`src/rtl/sum_packer_if.sv`:
```
// Stream-in / packed-out bus for sum_packer: serial column sums in, one packed group out.
// master = upstream producer side, slave = sum_packer side.
interface sum_packer_if #(
  parameter int unsigned BitSize     = 8,
  parameter int unsigned NumOfNerves = 4,
  parameter int unsigned OutBitSize  = 8
);
  logic                                   in_valid;
  logic                                   in_start;
  logic [BitSize-1:0]                     in_data;
  logic [NumOfNerves-1:0][BitSize-1:0]    bias;
  logic                                   out_valid;
  logic                                   out_start;
  logic [NumOfNerves-1:0][OutBitSize-1:0] out_data;
  logic                                   out_err;

  modport master (
    output in_valid, in_start, in_data, bias,
    input  out_valid, out_start, out_data, out_err
  );

  modport slave (
    input  in_valid, in_start, in_data, bias,
    output out_valid, out_start, out_data, out_err
  );
endinterface

```
`src/rtl/sum_packer.sv`:
```
// Bias/shift/saturate each serial column sum and pack NumOfNerves results into one output group.
// Optional ReLU after the shift is enabled by defining SUM_PACKER_RELU_EN.
module sum_packer #(
  parameter int unsigned BitSize     = 8,
  parameter int unsigned NumOfNerves = 4,
  parameter int unsigned OutBitSize  = 8,
  parameter int unsigned Shift       = 0,
  parameter int unsigned DepthOut    = 2
) (
  input logic          clk,
  input logic          res,
  sum_packer_if.slave  bus
);

  localparam int unsigned LaneW = (NumOfNerves > 1) ? $clog2(NumOfNerves) : 1;
  localparam int unsigned FrW   = (DepthOut > 1) ? $clog2(DepthOut) : 1;
  localparam int unsigned SumW  = BitSize + 1;
  localparam int unsigned CmpW  = (SumW > OutBitSize) ? SumW : OutBitSize;

  localparam logic signed [CmpW-1:0] OutMax =
    {{(CmpW - OutBitSize + 1){1'b0}}, {(OutBitSize - 1){1'b1}}};
  localparam logic signed [CmpW-1:0] OutMin =
    {{(CmpW - OutBitSize + 1){1'b1}}, {(OutBitSize - 1){1'b0}}};
  localparam logic [LaneW-1:0] LastK    = LaneW'(NumOfNerves - 1);
  localparam logic [FrW-1:0]   LastFrame = FrW'(DepthOut - 1);

  typedef enum logic {StIdle, StFill} state_e;

  state_e                                 state_q, state_d;
  logic [LaneW-1:0]                       slot_q, slot_d;
  logic [FrW-1:0]                         frame_q, frame_d;
  logic [NumOfNerves-1:0][OutBitSize-1:0] fill_q, fill_d;
  logic [NumOfNerves-1:0][OutBitSize-1:0] out_data_q, out_data_d;
  logic                                   out_valid_q, out_valid_d;
  logic                                   out_start_q, out_start_d;
  logic                                   out_err_q, out_err_d;

  logic                   accept, last, complete;
  logic [LaneW-1:0]       k, lane;
  logic [BitSize-1:0]     lane_bias;
  logic signed [SumW-1:0] sum, shifted;
  logic signed [CmpW-1:0] wide;
  logic [OutBitSize-1:0]  lane_val;

  // Per-element datapath: bias add without wrap, arithmetic shift, optional ReLU, saturate.
  always_comb begin
    k         = bus.in_start ? '0 : slot_q;
    lane      = LastK - k;
    lane_bias = bus.bias[lane];
    sum       = {bus.in_data[BitSize-1], bus.in_data} + {lane_bias[BitSize-1], lane_bias};
    shifted   = sum >>> Shift;
`ifdef SUM_PACKER_RELU_EN
    if (shifted[SumW-1]) shifted = '0;
`endif
    wide = CmpW'(shifted);
    if (wide > OutMax) begin
      lane_val = OutMax[OutBitSize-1:0];
    end else if (wide < OutMin) begin
      lane_val = OutMin[OutBitSize-1:0];
    end else begin
      lane_val = wide[OutBitSize-1:0];
    end
  end

  always_comb begin
    state_d     = state_q;
    slot_d      = slot_q;
    frame_d     = frame_q;
    fill_d      = fill_q;
    out_data_d  = out_data_q;
    accept      = bus.in_valid && (bus.in_start || (state_q == StFill));
    last        = (k == LastK);
    complete    = accept && last;
    out_valid_d = complete;
    out_start_d = complete && (frame_q == '0);
    // A start mid-group or a non-start while idle breaks the group framing.
    out_err_d   = bus.in_valid && (bus.in_start ? (state_q == StFill) : (state_q == StIdle));

    if (accept) begin
      fill_d[lane] = lane_val;
      if (last) begin
        state_d = StIdle;
        slot_d  = '0;
      end else begin
        state_d = StFill;
        slot_d  = k + 1'b1;
      end
    end

    if (complete) begin
      out_data_d = fill_d;
      frame_d    = (frame_q == LastFrame) ? '0 : frame_q + 1'b1;
    end
  end

  always_ff @(posedge clk or posedge res) begin
    if (res) begin
      state_q     <= StIdle;
      slot_q      <= '0;
      frame_q     <= '0;
      fill_q      <= '0;
      out_data_q  <= '0;
      out_valid_q <= 1'b0;
      out_start_q <= 1'b0;
      out_err_q   <= 1'b0;
    end else begin
      state_q     <= state_d;
      slot_q      <= slot_d;
      frame_q     <= frame_d;
      fill_q      <= fill_d;
      out_data_q  <= out_data_d;
      out_valid_q <= out_valid_d;
      out_start_q <= out_start_d;
      out_err_q   <= out_err_d;
    end
  end

  assign bus.out_valid = out_valid_q;
  assign bus.out_start = out_start_q;
  assign bus.out_data  = out_data_q;
  assign bus.out_err   = out_err_q;

endmodule

```
`src/flat_wrapper.sv`:
```
// flat-port wrapper written by rule: the top's interface ports become plain ports
module sum_packer_flat 
#(
  parameter int unsigned BitSize     = 8,
  parameter int unsigned NumOfNerves = 4,
  parameter int unsigned OutBitSize  = 8,
  parameter int unsigned Shift       = 0,
  parameter int unsigned DepthOut    = 2
)
  (clk, res, bus_in_valid, bus_in_start, bus_in_data, bus_bias, bus_out_valid, bus_out_start, bus_out_data, bus_out_err);
  sum_packer_if #(.BitSize(BitSize), .NumOfNerves(NumOfNerves), .OutBitSize(OutBitSize)) bus_i ();
  input logic clk;
  input logic res;
  input wire logic [$bits(bus_i.in_valid)-1:0] bus_in_valid;
  input wire logic [$bits(bus_i.in_start)-1:0] bus_in_start;
  input wire logic [$bits(bus_i.in_data)-1:0] bus_in_data;
  input wire logic [$bits(bus_i.bias)-1:0] bus_bias;
  output wire logic [$bits(bus_i.out_valid)-1:0] bus_out_valid;
  output wire logic [$bits(bus_i.out_start)-1:0] bus_out_start;
  output wire logic [$bits(bus_i.out_data)-1:0] bus_out_data;
  output wire logic [$bits(bus_i.out_err)-1:0] bus_out_err;
  assign bus_i.in_valid = bus_in_valid;
  assign bus_i.in_start = bus_in_start;
  assign bus_i.in_data = bus_in_data;
  assign bus_i.bias = bus_bias;
  assign bus_out_valid = bus_i.out_valid;
  assign bus_out_start = bus_i.out_start;
  assign bus_out_data = bus_i.out_data;
  assign bus_out_err = bus_i.out_err;
  sum_packer #(.BitSize(BitSize), .NumOfNerves(NumOfNerves), .OutBitSize(OutBitSize), .Shift(Shift), .DepthOut(DepthOut)) u_core (.clk(clk), .res(res), .bus(bus_i));
endmodule
```
`config.mk`:
```
export PLATFORM = sky130hd
export DESIGN_NAME = sum_packer_flat
export DESIGN_NICKNAME = d
export VERILOG_FILES = /design/src/rtl/sum_packer_if.sv /design/src/rtl/sum_packer.sv /design/src/flat_wrapper.sv
export SDC_FILE = /design/constraint.sdc
export NUM_CORES = 1
export LEC_CHECK = 0
export BUFFER_PORTS_ARGS = -buffer_cell sky130_fd_sc_hd__buf_4
export CAP_MARGIN = 25
export CORE_MARGIN = 2
export CORE_UTILIZATION = 53
export CTS_CLUSTER_DIAMETER = 150
export DETAILED_ROUTE_END_ITERATION = 8
export PLACE_DENSITY = 0.9
export SYNTH_ARGS = -nofsm -noshare
export SYNTH_HDL_FRONTEND = slang
export SYNTH_SLANG_ARGS = --single-unit
```
`constraint.sdc`:
```
create_clock -name clk -period 3.85 [get_ports clk]
set_input_delay 0.1925 -clock clk [delete_from_list [all_inputs] [get_ports clk]]
set_output_delay 0.1925 -clock clk [all_outputs]
set_load 0.03 [all_outputs]
```
==> summary.md <==
| Metric | Value |
|---|---|
| Sw Share | 42.7% |
| HPWL after detailed placement | 5410 um |
| Met2 Use GR | 41.7% |
| Slew @ Worst Pin | 0.655 ns |
| Synth Area in Compound Gates | 21.2% |
| Internal | 1.89 mW |
| Initial Util | 54.2% |
| Initial antenna violation count | 0 |
| Mux share of post-synthesis cell area | 4.97% |
| Placed cell area | 3830 sq um |
| GR Overflow Total | 0 |
| Max Cap Viol | 0 |
| Syn Area/Cell | 9.87 sq um |
| Simple-gate share of the synthesized area | 12.4% |
| Slowest CP cell | o21ai_1 |
| Root Buffer | clkbuf_8 |
| Critical Path, Cell by Cell | nor2b_1, buf_4, nor2b_1, a211oi_1, a21oi_1, ha_1, nand2b_1, o22ai_1, a21oi_1, a21oi_4, o21ai_1, o21ai_0 |
| GR Util met3 | 5.44% |
| Worst-path clk slew | 0.07 ns |
| Router iterations before antenna repair | 4 |
| Period utilization | 90.0% |
| Area Growth Syn to Fin | 28.1% |
| DRT iter0 DRCs | 313 |
| Post-Syn Instances | 321 |
| Routability congestion estimate | 0.838 |
| Worst Setup Start Kind | flip-flop |
| Final setup fails | 0 |
| Largest family of logic cells by synthesized area | compound AO/OA/AOI/OAI gates |
| Largest stage delay, worst path | 0.51 ns |
| Clock latency on the worst-skew pair | 0.34 ns |
| Largest net degree at the start of global routing | 42 |
| Global Route Usage Sum | 24.9% |
| Max-slew headroom | 56.0% |
| Switching pwr | 1.41 mW |
| Main synth FF type | dfrtp_1 |
| Row count | 28 |
| Final hold violations | 0 |
| Layout fillers | 425 |
| Min Tclk post-route | 3.47 ns |
| Layout Nets | 459 |
| Die height | 81.3 um |
| Crit Path Max Fanout | 9 |
| Drt drc | 0 |
| Syn nets | 380 |
| Final ANT Viol Nets | 0 |
| Status | complete, no violations |
| Synth area leader | dfrtp_1 |
| CTS tree | done |
| Post-synth cell types | 36 |
| Final worst slack | 0.385 ns |
| Die Width | 81.3 um |
| Critical path data required time | 4.04 ns |
| Clock group share of total power | 19.0% |
| HP Class | in -> reg |
| Met1 Use GR | 30.9% |
| Largest cells by area after synthesis | dfrtp_1 50%, nand2_1 6.3%, ha_1 5.5%, o21ai_0 5.1%, a21oi_1 4.4% |
| First-pass GRT wire length | 12,400 um |
| Final Max Slew Viols | 0 |
| TNS Setup | 0 ns |
| Mapped cell area | 3170 sq um |
| Synth warn | 0 |
| Core area | 5850 sq um |
| # IOs | 79 |
| Fraction of registers with async set/reset | 100% |
| Clock Sinks | 63 |
| Vias in the first global route | 2,646 |
| CTS H-tree lvls | 3 |
| Post-Route Skew | 0.00693 ns |
| Most common cell in the netlist | dfrtp_1 |
| Synth top area share | 49.7% |
| Die area | 6610 sq um |
| Layout cells sized above 1 | 27.7% |
| Crit Path Category | reg -> reg |
| Synth Area in Adders | 6.51% |
| Seq/Total Area, Yosys | 49.7% |
| Number of synthesized register bits | 63 |
| Post-synthesis xor/xnor area fraction | 1.93% |
| Post-synth EDFFs | 0 |
| Power Density | 814 nW/um^2 |
| Via count | 2,777 |
| RSZ-0062 raised after global routing | no |
| Most Used Layer, Global Route | met2 |
| Final Util | 69.4% |
| WL final | 7670 um |
| Seq pwr share | 33.6% |
| Bufs on Longest Clock Path | 2 |
| Setup crit end kind | flip-flop |
| F_max | 0.289 GHz |
| Leak | 1.95 nW |
| Antenna fix cells | 0 |
| Total CTS buffers | 9 |
| Post-synth top cells | 63 x dfrtp_1, 53 x nand2_1, 32 x o21ai_0, 28 x a21oi_1, 16 x clkbuf_1 |
| Design area | 4060 sq um |
| Critical path arrival | 3.66 ns |
| Routed len/inst | 16.0 um |
| Logic pwr share | 47.4% |
| Post-Place Worst Slack | 0.451 ns |
| Vias per std cell | 5.79 |
| # port buffers | 78 |
| Max VDD drop | 0.656 mV |
-- power by group through the flow --
stage	Clock (mW)	Sequential (mW)	Combinational [mW]
after floorplan	0	1.40	0.714
after global placement	0	1.10	1.48
after detailed placement	0	1.11	1.54
after CTS	0.631	1.11	1.56
after global routing	0.666	1.14	1.70
final	0.628	1.11	1.57
-- cell usage in the layout (no fill, tap or decap), types with 2 or more instances in the layout --
| master | netlist | layout |
|---|---|---|
| buf_4 | 0 | 84 |
| dfrtp_1 | 63 | 63 |
| nand2_1 | 53 | 53 |
| o21ai_0 | 32 | 32 |
| a21oi_1 | 28 | 28 |
| ha_1 | 14 | 14 |
| nor2b_1 | 11 | 11 |
| nor2_1 | 11 | 11 |
| o22ai_1 | 10 | 10 |
| a211oi_1 | 9 | 9 |
| o221ai_1 | 9 | 9 |
| mux2i_1 | 9 | 9 |
| clkbuf_8 | 0 | 9 |
| inv_1 | 9 | 8 |
| mux2_2 | 6 | 6 |
| xnor2_1 | 5 | 5 |
| o21ai_1 | 5 | 5 |
| o21a_1 | 3 | 3 |
| and2_1 | 3 | 3 |
| a221o_1 | 3 | 3 |
| o211ai_1 | 2 | 2 |
| nand2b_1 | 2 | 2 |
| xor2_1 | 2 | 2 |
| and3_1 | 2 | 2 |
| nand3_1 | 2 | 2 |
| clkinv_4 | 0 | 2 |
| clkinvlp_4 | 0 | 2 |
| bufinv_16 | 0 | 2 |
-- final cells by class --
| type | instances | area [sq um] | area share, % |
|---|---|---|---|
| Timing Repair Buffer | 85 | 641 | 15.8 |
| Clock buffer | 9 | 124 | 3.05 |
| Multi-Input combinational cell | 231 | 1490 | 36.7 |
| Sequential cell | 63 | 1580 | 38.8 |
| Clock inverter | 7 | 97.6 | 2.40 |
| Tap cell | 75 | 93.8 | 2.31 |
| Inverter | 10 | 37.5 | 0.925 |
-- kinds of logic (layout without fill, tap and decap cells) --
group / count (synthesis) / in the layout
compound gates: 106 / 106
xor+xnor: 7 / 7
fa+ha+maj: 16 / 16
buf+inv: 27 / 111
flops: 63 / 63
mux: 15 / 15
simple gates: 87 / 87
-- sequential cells by signal, indices dropped and copies added, names as in the netlist --
register	cells
u_core.bus.out_valid	1
u_core.slot_q	2
u_core.fill_q	24
u_core.bus.out_start	1
u_core.frame_q	1
u_core.state_q	1
u_core.bus.out_err	1
u_core.bus.out_data	32
-- final timing paths --
check / to / from / slack, ns / cells after the start
hold / removal: u_core.bus.out_err / bus_in_valid / 0.10 / 2
hold reg to reg: u_core.fill_q[14] / u_core.fill_q[14] / 0.48 / 2
max in group asynchronous: u_core.bus.out_data[27] / res / 2.54 / 4
min in group asynchronous: u_core.bus.out_data[22] / res / 0.45 / 3
setup / recovery: u_core.bus.out_data[0] / u_core.slot_q[0] / 0.38 / 12
setup reg to reg: u_core.bus.out_data[0] / u_core.slot_q[0] / 0.38 / 12
-- stage by stage --
step | total power, mW | hold slack [ns] | instances
2_1_floorplan | 2.12 | 0.330 | 321
3_3_place_gp | 2.58 | 0.264 | 463
3_5_place_dp | 2.65 | 0.275 | 463
4_1_cts | 3.30 | 0.0895 | 480
5_1_grt | 3.51 | 0.121 | 480
6_report | 3.30 | 0.104 | 480
-- timing repair --
item                      4_1_cts  5_1_grt
buffers inserted                0        0
hold endpoints to repair       25        0
hold buffers                    1        0
gates resized for setup         0        0
-- critical path, delay by kind of cell, from the launching register on --
kind / cells / cell delay (ns)
compound gates: 7 / 1.67
simple gates: 3 / 0.73
buf+inv: 1 / 0.25
fa+ha+maj: 1 / 0.33
flops: 1 / 0.34
-- routing by layer --
layer / part of all wire [%] / wire length (um) / vias up
met3: 6.0 / 458 / 18
met2: 51 / 3870 / 118
met4: 1.9 / 148 / 0
met1: 42 / 3190 / 1338
li1: - / - / 1303
met5: 0 / 0 / -
No activity file was read; power rests on OpenSTA's default activity.
